**config.mk**
```make
export PLATFORM = sky130hd
export DESIGN_NAME = spi_tx_arbiter
export DESIGN_NICKNAME = d
export VERILOG_FILES = /design/src/rtl/spi_arb_pkg.sv /design/src/rtl/spi_rr_pick.sv /design/src/rtl/spi_tx_arbiter.sv
export SDC_FILE = /design/constraint.sdc
export NUM_CORES = 1
export LEC_CHECK = 0
export BUFFER_PORTS_ARGS = -buffer_cell sky130_fd_sc_hd__buf_2
export CORE_MARGIN = 2
export CORE_UTILIZATION = 46
export CTS_CLUSTER_DIAMETER = 80
export DETAILED_ROUTE_END_ITERATION = 7
export GPL_TIMING_DRIVEN = 0
export PLACE_DENSITY = 0.75
export RECOVER_POWER = 50
export SYNTH_ARGS = -nofsm -noshare
export SYNTH_HDL_FRONTEND = slang
export SYNTH_HIERARCHICAL = 1
export SYNTH_SLANG_ARGS = --single-unit
```
**constraint.sdc**
```tcl
create_clock -name In_clk -period 2.5 [get_ports In_clk]
set_input_delay 0.5 -clock In_clk [delete_from_list [all_inputs] [get_ports In_clk]]
set_output_delay 0.5 -clock In_clk [all_outputs]
set_load 0.02 [all_outputs]
```
**src/rtl/spi_arb_pkg.sv**
```systemverilog
// Shared types and constants for the SPI transmit arbiter.
package spi_arb_pkg;

  localparam int MAX_N_REQ = 8;
  localparam int BYTE_W    = 8;
  localparam int IDX_W     = $clog2(MAX_N_REQ);

  typedef enum logic [1:0] {
    ST_IDLE  = 2'd0,
    ST_START = 2'd1,
    ST_WAIT  = 2'd2,
    ST_DONE  = 2'd3
  } arb_state_e;

endpackage

```
**src/rtl/spi_rr_pick.sv**
```systemverilog
// Combinational round-robin picker: first set request at or after the pointer, wrapping.
module spi_rr_pick
  import spi_arb_pkg::*;
#(
  parameter int N_REQ = 4
) (
  input  logic [N_REQ-1:0] i_req,
  input  logic [IDX_W-1:0] i_ptr,
  output logic [N_REQ-1:0] o_grant,
  output logic [IDX_W-1:0] o_idx,
  output logic             o_valid
);

  // Scan from the farthest slot back to the pointer so the nearest hit is written last.
  always_comb begin
    o_grant = '0;
    o_idx   = '0;
    o_valid = |i_req;
    for (int k = N_REQ - 1; k >= 0; k--) begin
      if (i_req[(int'(i_ptr) + k) % N_REQ]) begin
        o_idx = IDX_W'((int'(i_ptr) + k) % N_REQ);
        o_grant = '0;
        o_grant[(int'(i_ptr) + k) % N_REQ] = 1'b1;
      end
    end
  end

endmodule

```
**src/rtl/spi_tx_arbiter.sv**
```systemverilog
// Round-robin arbiter sharing one SPI byte transmitter among N_REQ sources.
// Optional start-phase timeout is enabled by defining SPI_ARB_TIMEOUT_EN.
module spi_tx_arbiter
  import spi_arb_pkg::*;
#(
  parameter int N_REQ       = 4,
  parameter int TIMEOUT_CYC = 64
) (
  input  logic                      In_clk,
  input  logic                      In_rst,
  input  logic [N_REQ-1:0]          In_req,
  input  logic [BYTE_W*N_REQ-1:0]   In_data,
  output logic [N_REQ-1:0]          Out_grant,
  output logic [N_REQ-1:0]          Out_ack,
  output logic                      Out_err,
  output logic                      Out_busy,
  output logic                      Out_tx_req,
  output logic [BYTE_W-1:0]         Out_tx_data,
  input  logic                      In_tx_busy
);

  arb_state_e          r_state;
  logic [IDX_W-1:0]    r_ptr;
  logic [IDX_W-1:0]    r_owner;
  logic [N_REQ-1:0]    r_grant;
  logic [N_REQ-1:0]    r_ack;
  logic                r_tx_req;
  logic [BYTE_W-1:0]   r_tx_data;

  logic [N_REQ-1:0]    w_win_oh;
  logic [IDX_W-1:0]    w_win_idx;
  logic                w_win_vld;
  logic [BYTE_W-1:0]   w_win_byte;
  logic [IDX_W-1:0]    w_ptr_next;

  spi_rr_pick #(.N_REQ(N_REQ)) u_pick (
    .i_req   (In_req),
    .i_ptr   (r_ptr),
    .o_grant (w_win_oh),
    .o_idx   (w_win_idx),
    .o_valid (w_win_vld)
  );

  always_comb begin
    w_win_byte = '0;
    for (int i = 0; i < N_REQ; i++) begin
      if (w_win_idx == IDX_W'(i)) w_win_byte = In_data[BYTE_W*i +: BYTE_W];
    end
  end

  assign w_ptr_next = (r_owner == IDX_W'(N_REQ - 1)) ? '0 : r_owner + IDX_W'(1);

`ifdef SPI_ARB_TIMEOUT_EN
  localparam int CNT_W = $clog2(TIMEOUT_CYC + 1);
  logic [CNT_W-1:0] r_cnt;
  logic             r_err;
`endif

  always_ff @(posedge In_clk or posedge In_rst) begin
    if (In_rst) begin
      r_state   <= ST_IDLE;
      r_ptr     <= '0;
      r_owner   <= '0;
      r_grant   <= '0;
      r_ack     <= '0;
      r_tx_req  <= 1'b0;
      r_tx_data <= '0;
`ifdef SPI_ARB_TIMEOUT_EN
      r_cnt     <= '0;
      r_err     <= 1'b0;
`endif
    end else begin
      r_ack <= '0;
`ifdef SPI_ARB_TIMEOUT_EN
      r_err <= 1'b0;
`endif
      case (r_state)
        ST_IDLE: begin
          // A transmitter still busy from before a reset blocks new grants.
          if (w_win_vld && !In_tx_busy) begin
            r_grant   <= w_win_oh;
            r_owner   <= w_win_idx;
            r_tx_data <= w_win_byte;
            r_tx_req  <= 1'b1;
            r_state   <= ST_START;
`ifdef SPI_ARB_TIMEOUT_EN
            r_cnt     <= '0;
`endif
          end
        end
        ST_START: begin
          if (In_tx_busy) begin
            r_tx_req <= 1'b0;
            r_state  <= ST_WAIT;
          end
`ifdef SPI_ARB_TIMEOUT_EN
          else if (r_cnt == CNT_W'(TIMEOUT_CYC)) begin
            r_tx_req <= 1'b0;
            r_ack    <= r_grant;
            r_err    <= 1'b1;
            r_state  <= ST_DONE;
          end else begin
            r_cnt <= r_cnt + CNT_W'(1);
          end
`endif
        end
        ST_WAIT: begin
          if (!In_tx_busy) begin
            r_ack   <= r_grant;
            r_state <= ST_DONE;
          end
        end
        ST_DONE: begin
          r_grant <= '0;
          r_ptr   <= w_ptr_next;
          r_state <= ST_IDLE;
        end
        default: r_state <= ST_IDLE;
      endcase
    end
  end

  assign Out_grant   = r_grant;
  assign Out_ack     = r_ack;
  assign Out_busy    = (r_state != ST_IDLE);
  assign Out_tx_req  = r_tx_req;
  assign Out_tx_data = r_tx_data;
`ifdef SPI_ARB_TIMEOUT_EN
  assign Out_err     = r_err;
`else
  assign Out_err     = 1'b0;
`endif

endmodule

```
Word-level counts from Yosys, hierarchy flattened

Index checks and enable logic that the tools add are counted.

Register bits after elaboration: 24
Output and inout bits: 19

Add/subtract/negate cells: 4
$lt $le $gt $ge: 8
Equal/unequal tests: 10
Multiplexer cells: 43
Bitwise operators: 3
Reduce and logical (&&, ||, !) cells: 19

Operator list:

| operator                                                                            | number |
|---|---|
| 8-bit 2-to-1 mux                                                                    | 4 |
| 4-bit 2-to-1 mux                                                                    | 7 |
| 1-bit 2-to-1 mux                                                                    | 13 |
| 3-bit by 4-bit < comparator with 1-bit output, second input constant                | 3 |
| 3-bit 2-to-1 mux                                                                    | 4 |
| 3-bit by 2-bit == test with 1-bit output, second input constant                     | 3 |
| 3-bit by 1-bit greater-or-equal comparator with 1-bit output, second input constant | 3 |
| 1-bit binary-select mux with 2-bit select                                           | 4 |
| 1-bit demux with 2-bit select                                                       | 4 |
| 2-bit 2-to-1 mux                                                                    | 4 |
| 2-bit case mux with 4 select lines                                                  | 1 |
| 4-bit case mux with 2 select lines                                                  | 1 |
| 2-bit inequality test, second input constant                                        | 3 |
| 3-bit AND reduction                                                                 | 2 |
| 2-bit nonzero test                                                                  | 3 |
| 2-bit OR reduction                                                                  | 3 |
| 1-bit logical AND                                                                   | 5 |
| 2-bit by 1-bit adder with 2-bit output, second input constant                       | 2 |
| 2-bit adder, second input constant                                                  | 2 |
| 2-bit == test, second input constant                                                | 2 |
| 2-bit AND reduction                                                                 | 2 |
| 4-bit OR reduction                                                                  | 1 |
| 1-bit bitwise AND, first input constant                                             | 3 |
| 3-bit by 1-bit == test with 1-bit output, second input constant                     | 1 |
| 7 further kinds                                                                     | 7 |

Logic depth before layout (Yosys ltp)

Gate-level depths: netlist of run 1.

Depth in word-level cells: 15
Gate-level depth with buffers: 11
Depth with buffers taken out: 8

Cells and area by module

Netlist of run 1, hierarchy kept.

By module, submodules not included:

| module         | instances | cells an instance | area each (um2) | seq. area each (um2) |
|---|---|---|---|---|
| spi_tx_arbiter | 1         | 109               | 1,283.7         | 625.6 |
| spi_rr_pick    | 1         | 64                | 509.2           | 0.0 |

Worst setup path before layout of run 1

Ideal clock, no wire load.

Path type: reg-to-reg
From: reg r_ptr[1]
To: reg r_tx_data[7], in the netlist Out_tx_data[7]
Setup time: 121 ps
Arrival: 2,588 ps
Slack: -209 ps
Cell stages (with the launch flop): 10
Buffers on the path: 2
Clock period less this slack: 2,709 ps
Cell sequence: dfrtp_1 -> inv_1 -> ha_1 -> clkbuf_2 -> mux2_2 -> o21ai_0 -> o2bb2ai_1 -> buf_6 -> mux4_2 -> a22o_1

Word-level cells in the longest chain between the ends: 13
Elaborated cells on any way between the ends: 32

Ends and longest elaborated chain:

| item                                                 | RTL line              | text |
|---|---|---|
| from (decl)                                          | spi_tx_arbiter.sv:23  | `logic [IDX_W-1:0] r_ptr;` |
| from (signal assigned)                               | spi_tx_arbiter.sv:115 | `r_ptr <= w_ptr_next;` |
| 2-bit adder                                          | spi_rr_pick.sv:20     | `if (i_req[(int'(i_ptr) + k) % N_REQ]) begin` |
| 1-bit binary-select mux with 2-bit select            | spi_rr_pick.sv:20     |  |
| 1-bit 2-to-1 mux (not written as such) (2 in series) | spi_rr_pick.sv:20     |  |
| 3-bit 2-to-1 mux (3 in series)                       | spi_rr_pick.sv:20     |  |
| 3-bit 2-to-1 mux (*)                                 | spi_rr_pick.sv:20     |  |
| via w_win_idx[0]                                     | spi_tx_arbiter.sv:31  | `logic [IDX_W-1:0] w_win_idx;` |
| 3-bit logical NOT                                    | spi_tx_arbiter.sv:47  | `if (w_win_idx == IDX_W'(i)) w_win_byte = In_data[BYTE_W*i +: BYTE_W];` |
| 8-bit 2-to-1 mux (3 in series)                       | spi_tx_arbiter.sv:47  |  |
| 8-bit 2-to-1 mux (*)                                 | spi_tx_arbiter.sv:47  |  |
| to (signal assigned)                                 | spi_tx_arbiter.sv:83  | `r_tx_data <= w_win_byte;` |
| to (decl)                                            | spi_tx_arbiter.sv:28  | `logic [BYTE_W-1:0] r_tx_data;` |

The timed path passes the listed nets; every way through them passes the cells marked *. The select of a mux whose other input is x is not followed.
A chain may end at the register's enable or synchronous reset.

Final worst setup path of run 1

From: reg r_ptr[0]
To: reg r_tx_data[0], in the netlist Out_tx_data[0]

Word-level cells in the longest chain between the ends: 13
Elaborated cells on any way between the ends: 32

Ends and longest elaborated chain:

| item                                                 | RTL line |
|---|---|
| 2-bit adder                                          | spi_rr_pick.sv:20, spi_rr_pick.sv:21 |
| 1-bit binary-select mux with 2-bit select            | spi_rr_pick.sv:20 |
| 1-bit 2-to-1 mux (not written as such) (2 in series) | spi_rr_pick.sv:20 |
| 3-bit 2-to-1 mux (3 in series)                       | spi_rr_pick.sv:20 |
| 3-bit 2-to-1 mux (*)                                 | spi_rr_pick.sv:20 |
| via w_win_idx[0]                                     | spi_tx_arbiter.sv:31 |
| 3-bit logical NOT                                    | spi_tx_arbiter.sv:47 |
| 8-bit 2-to-1 mux (3 in series)                       | spi_tx_arbiter.sv:47 |
| 8-bit 2-to-1 mux (*)                                 | spi_tx_arbiter.sv:47 |

Marked as above.

==> results of run 1 <==
[worst max path at each step]
stage | startpoint | end | slack (ns) | depth (start not counted)
floorplan | r_ptr[0] | Out_tx_data[7] | 0.006 | 10
global placement | r_ptr[0] | Out_tx_data[5] | -0.16 | 10
detailed placement | r_ptr[0] | Out_tx_data[0] | -0.15 | 10
CTS | r_ptr[0] | Out_tx_data[4] | 0.01 | 9
global route | r_ptr[0] | Out_tx_data[5] | -0.07 | 8
finish | r_ptr[0] | Out_tx_data[0] | 0.03 | 8
[layout make-up]
class / count / area (um^2) / area share (%)
Sequential cell: 24 / 603 / 25.9
Tap cell: 48 / 60.1 / 2.58
Inverter: 9 / 41.3 / 1.78
Buffer: 7 / 43.8 / 1.88
Clock inverter: 1 / 30.0 / 1.29
Multi-Input combinational cell: 127 / 1140 / 49.0
Timing Repair Buffer: 67 / 365 / 15.7
Clock buffer: 3 / 41.3 / 1.78
[metrics by stage]
stage / total power (W) / setup TNS [ns] / util [%] / hold slack, ns / std cells
2_1_floorplan: 0.00198 / 0 / - / 0.448 / 169
3_3_place_gp: 0.00235 / -1.15 / 58.3 / 0.469 / 273
3_5_place_dp: 0.00237 / -1.15 / 58.3 / 0.473 / 273
4_1_cts: 0.00282 / 0 / 61.8 / 0.439 / 283
5_1_grt: 0.00318 / -0.394 / 63.5 / 0.440 / 286
6_report: 0.00296 / 0 / 63.5 / 0.407 / 286
[report_power, final]
part / leakage (nW) / total, W / switching [W] / internal (W)
sequential: 0.307 / 0.000666 / 0.000122 / 0.000544
clock: 0.0357 / 0.000337 / 0.000123 / 0.000214
combinational: 0.779 / 0.00196 / 0.00101 / 0.000948
[state kept, by name, indices dropped and copies added, names as in the netlist]
| register | flops |
|---|---|
| Out_ack | 4 |
| r_ptr | 2 |
| r_owner | 3 |
| r_state | 2 |
| Out_grant | 4 |
| Out_tx_req | 1 |
| Out_tx_data | 8 |
[metal layers]
layer  part of all wire (%)  vias to the layer above
met4                    2.0                        0
met1                     44                      751
met2                     49                       37
li1                       -                      765
met3                    4.4                        8
met5                      0                        -
[timing repair]
| action | CTS | global route |
|---|---|---|
| pin swaps | 1 | 6 |
| gates cloned | 1 | 0 |
| buffers inserted | 6 | 4 |
| setup endpoints to repair | 9 | 8 |
| gates resized for setup | 5 | 12 |
==> flow_summary.toml, run 1 <==
[power_and_ir_drop]
ir_worst_vdd_mv = 0.675
powerDensity_nw_per_um2 = 1270
p_leak_nw = 1.12

[grt]
met3_usage_pct = 1.71
grt_pass1_vias = 1512
use_met1_pct = 25.6
grtUsageMet2_pct = 33.6
grt.overflow.total = 0
antenna_found_initial = 0
grt_usage_pct = 19.9
grt_max_degree = 25
busiest_layer = "met2"
grt_pass1_wl_um = 6710

[min_path]
hp-class = "input port to asynchronous set/reset pin"

[worst_setup_path]
crit_chain = "clkinv_4, ha_4, mux2_4, o21ai_4, o2bb2ai_4, buf_6, mux4_2, a22o_1"
reg2reg_slack_ns = 0.03
slowest_delay_ns = 0.50
r2r_end = "Out_tx_data[0]"
cp_top_family = "multiplexers"
cp.required_ns = 2.66
worstSetupEndpointType = "flip-flop"
rr_worst_depth = 8
startpoint_type = "flip-flop"
cp_max_fo = 7
cp_slowest_cell = "mux4_2"
critPathKind = "flip-flop to flip-flop"
crit_arrival_ns = 2.62
critPathBufInv = 2
r2r-start = "r_ptr[0]"

[cells_and_area]
area_growth_pct = 32.7
nFillCells = 296
n_antenna_cell = 0
final_layout_size_suffix_gt1_share_pct = 43.7
final_area_um2 = 2320
layout_common_cells = "buf_2 (54), dfrtp_1 (22), nand2_1 (15)"
final_common_cell = "buf_2"
nets = 292

[placed_design]
placed_cell_area_um2 = 2140
dp_slack_ns = -0.155
dp_hpwl_um = 2930
port_buffers = 56
gp_congestion = 0.793

[sta]
period_needed_ns = 2.47
fmax_ghz = 0.405
slew_viol_final = 0
skew_ns = 0.00586
timing.final.ws_setup_ns = 0.0337
slew_headroom_pct = 40.8
setup_viol = 0
final_hold_viol_count = 0
rsz0062_at_grt = "true"
min_period_over_period_pct = 98.7
worst_pin_slew_ns = 0.887

[outcome]
status = "complete, no violations"

[synthesis]
ys_warn_count = 6
syn-instance-count = 169
netlist_area_um2 = 1750
syn_area_per_cell_um2 = 10.4
synth_nets = 222

[clocking]
cts_tree = "yes"
cts_sinks = 24
cts_hold_buf = 0
clk_pin_slew_ns = 0.09
root_buffer = "clkbuf_8"
clockBufferDepth = 2
clk_latency_ns = 0.27
htreeDepth = 1
numCtsBuffers = 3

[route]
drtIter0Drc = 125
drc = 0
routed_wl_um = 4160
num_vias = 1561
antenna_left = 0
wl_per_cell_um = 14.5
dr.pass1.iters = 4
viasPerCell = 5.46

[floorplan]
ioPinCount = 58
rows = 22
die_h_um = 65.7
die_w_um = 65.7
initial_core_util_pct = 47.8
core_area_um2 = 3660
die-area_um2 = 4320

[flow_run]
maxCapViolCount = 0
Note: power is estimated with default switching activity, not from simulation.
==> run 2: changes to the inputs <==
--- a/config.mk
+++ b/config.mk
@@ -11,7 +11,7 @@
 export CTS_CLUSTER_DIAMETER = 80
 export DETAILED_ROUTE_END_ITERATION = 7
 export GPL_TIMING_DRIVEN = 0
-export PLACE_DENSITY = 0.75
+export PLACE_DENSITY = 0.84
 export RECOVER_POWER = 50
 export SYNTH_ARGS = -nofsm -noshare
 export SYNTH_HDL_FRONTEND = slang
==> run 2 against run 1 <==
Cell count shrank 0.70%; critical path type unchanged; worst hold slack gained 0.011 ns; via count grew 4.0%; largest power group unchanged.
==> flow_summary.toml, run 2 (synthesis gave the netlist of run 1 again) <==
[outcome]
status = "complete, no violations"

[power_and_ir_drop]
p_int_w = 0.00156
ir_worst_vdd_mv = 0.667
powerDensity_nw_per_um2 = 1240
p_seq_share_pct = 24.2
p_leak_nw = 1.09
sw_frac_of_total_pct = 43.7
clkPwrFrac_pct = 9.4
power_switching_w = 0.00121
comb_power_share_pct = 66.4

[route]
dr.pass1.iters = 4
drtIter0Drc = 72
viasPerCell = 5.71
routed_wl_um = 4170
num_vias = 1623
wl_per_cell_um = 14.7
drc = 0
antenna_left = 0

[worst_setup_path]
crit_arrival_ns = 2.57
critPathKind = "flip-flop to flip-flop"
startpoint_type = "flip-flop"
crit_chain = "mux4_2, nand2_1, nand3_1, o2bb2ai_2, buf_4, mux4_2, a22o_1"
worstSetupEndpointType = "flip-flop"
cp_slowest_cell = "mux4_2"
critPathBufInv = 1
cp.depth = 7
rr_worst_depth = 7
cp.required_ns = 2.66
cp_max_fo = 8
path_common_cell = "mux4_2"
slowest_delay_ns = 0.57
cp_top_family = "multiplexers"

[cells_and_area]
nFillCells = 310
largest_reg_flops = 8
stdcell_count = 284
final_common_cell = "buf_2"
final_layout_size_suffix_gt1_share_pct = 41.9
regArea_um2 = 603
final_area_um2 = 2250
nets = 290
layout_common_cells = "buf_2 (52), dfrtp_1 (22), nand2_1 (16)"
multi_input_area_um2 = 1100
area_growth_pct = 28.4
n_antenna_cell = 0

[placed_design]
gp_congestion = 0.877
port_buffers = 56
place_inst = 273
placed_cell_area_um2 = 2140
dp_slack_ns = -0.163
dp_hpwl_um = 2950

[floorplan]
ioPinCount = 58
die-area_um2 = 4320
rows = 22
core_area_um2 = 3660
die_w_um = 65.7
die_h_um = 65.7
initial_core_util_pct = 47.8

[sta]
rsz0062_at_grt = "true"
fmax_ghz = 0.414
timing.final.ws_setup_ns = 0.0861
slew_viol_final = 0
holdWs_ns = 0.418
slew_headroom_pct = 39.8
setup_viol = 0
final_hold_viol_count = 0
period_needed_ns = 2.41
worst_pin_slew_ns = 0.903
min_period_over_period_pct = 96.6
skew_ns = 0.00302

[clocking]
root_buffer = "clkbuf_8"
clk_latency_ns = 0.26
htreeDepth = 1
clk_pin_slew_ns = 0.08
clockBufferDepth = 2
cts_sinks = 24
cts_tree = "yes"
numCtsBuffers = 3

[grt]
grt_usage_pct = 20.5
grt_max_degree = 25
antenna_found_initial = 0
grt.overflow.total = 0
grt_pass1_vias = 1499
grt_pass1_wl_um = 6810

[min_path]
hp-class = "input port to asynchronous set/reset pin"

[flow_run]
maxCapViolCount = 0
## run 2: power groups by stage
stage          registers [W]  logic [W]  clock network (W)
5_1_grt             0.000694    0.00201           0.000282
6_report            0.000673    0.00185           0.000260
2_1_floorplan       0.000774    0.00121                  0
4_1_cts             0.000671    0.00181           0.000268
3_5_place_dp        0.000676    0.00170                  0
3_3_place_gp        0.000673    0.00164                  0
## run 2: worst paths after layout
path / start / slack [ns] / to
max reg2reg: r_ptr[0] / 0.09 / Out_tx_data[4]
min in group In_clk: In_tx_busy / 0.46 / r_state[0]
max: r_ptr[0] / 0.09 / Out_tx_data[4]
min: In_rst / 0.42 / r_state[0]
max in group asynchronous: In_rst / 1.47 / r_ptr[0]
min reg2reg: r_owner[2] / 0.48 / r_owner[2]
## run 2: repair_timing
action,in CTS,in global routing
resized for setup,7,4
setup buffers,7,1
cloned,1,0
endpoints found under the setup margin,8,8
pin swaps,2,3
hold buffers,0,0
## run 2: area by class of cell
type / count / share of cell area (%)
Multi-Input combinational cell: 127 / 49.1
Buffer: 7 / 2.00
Timing Repair Buffer: 65 / 15.1
Tap cell: 48 / 2.67
Inverter: 9 / 1.84
Sequential cell: 24 / 26.8
Clock buffer: 4 / 2.45
## run 2: stage by stage
| step | util (%) | total power [W] | setup TNS (ns) |
|---|---|---|---|
| 5_1_grt | 61.4 | 0.00299 | -0.0313 |
| 6_report | 61.4 | 0.00278 | 0 |
| 3_5_place_dp | 58.3 | 0.00237 | -1.22 |
| 4_1_cts | 61.2 | 0.00275 | 0 |
| 3_3_place_gp | 58.3 | 0.00231 | -1.04 |
| 2_1_floorplan | - | 0.00198 | 0 |
## run 2: routing by layer
metal	vias up	GRT usage [%]	share of wire, %	wire length [um]
met2	84	35.6	48	2000
met3	8	5.65	8.2	342
met5	-	0	0	0
met4	0	4.43	1.4	59
li1	762	-	-	-
met1	769	25.4	42	1770
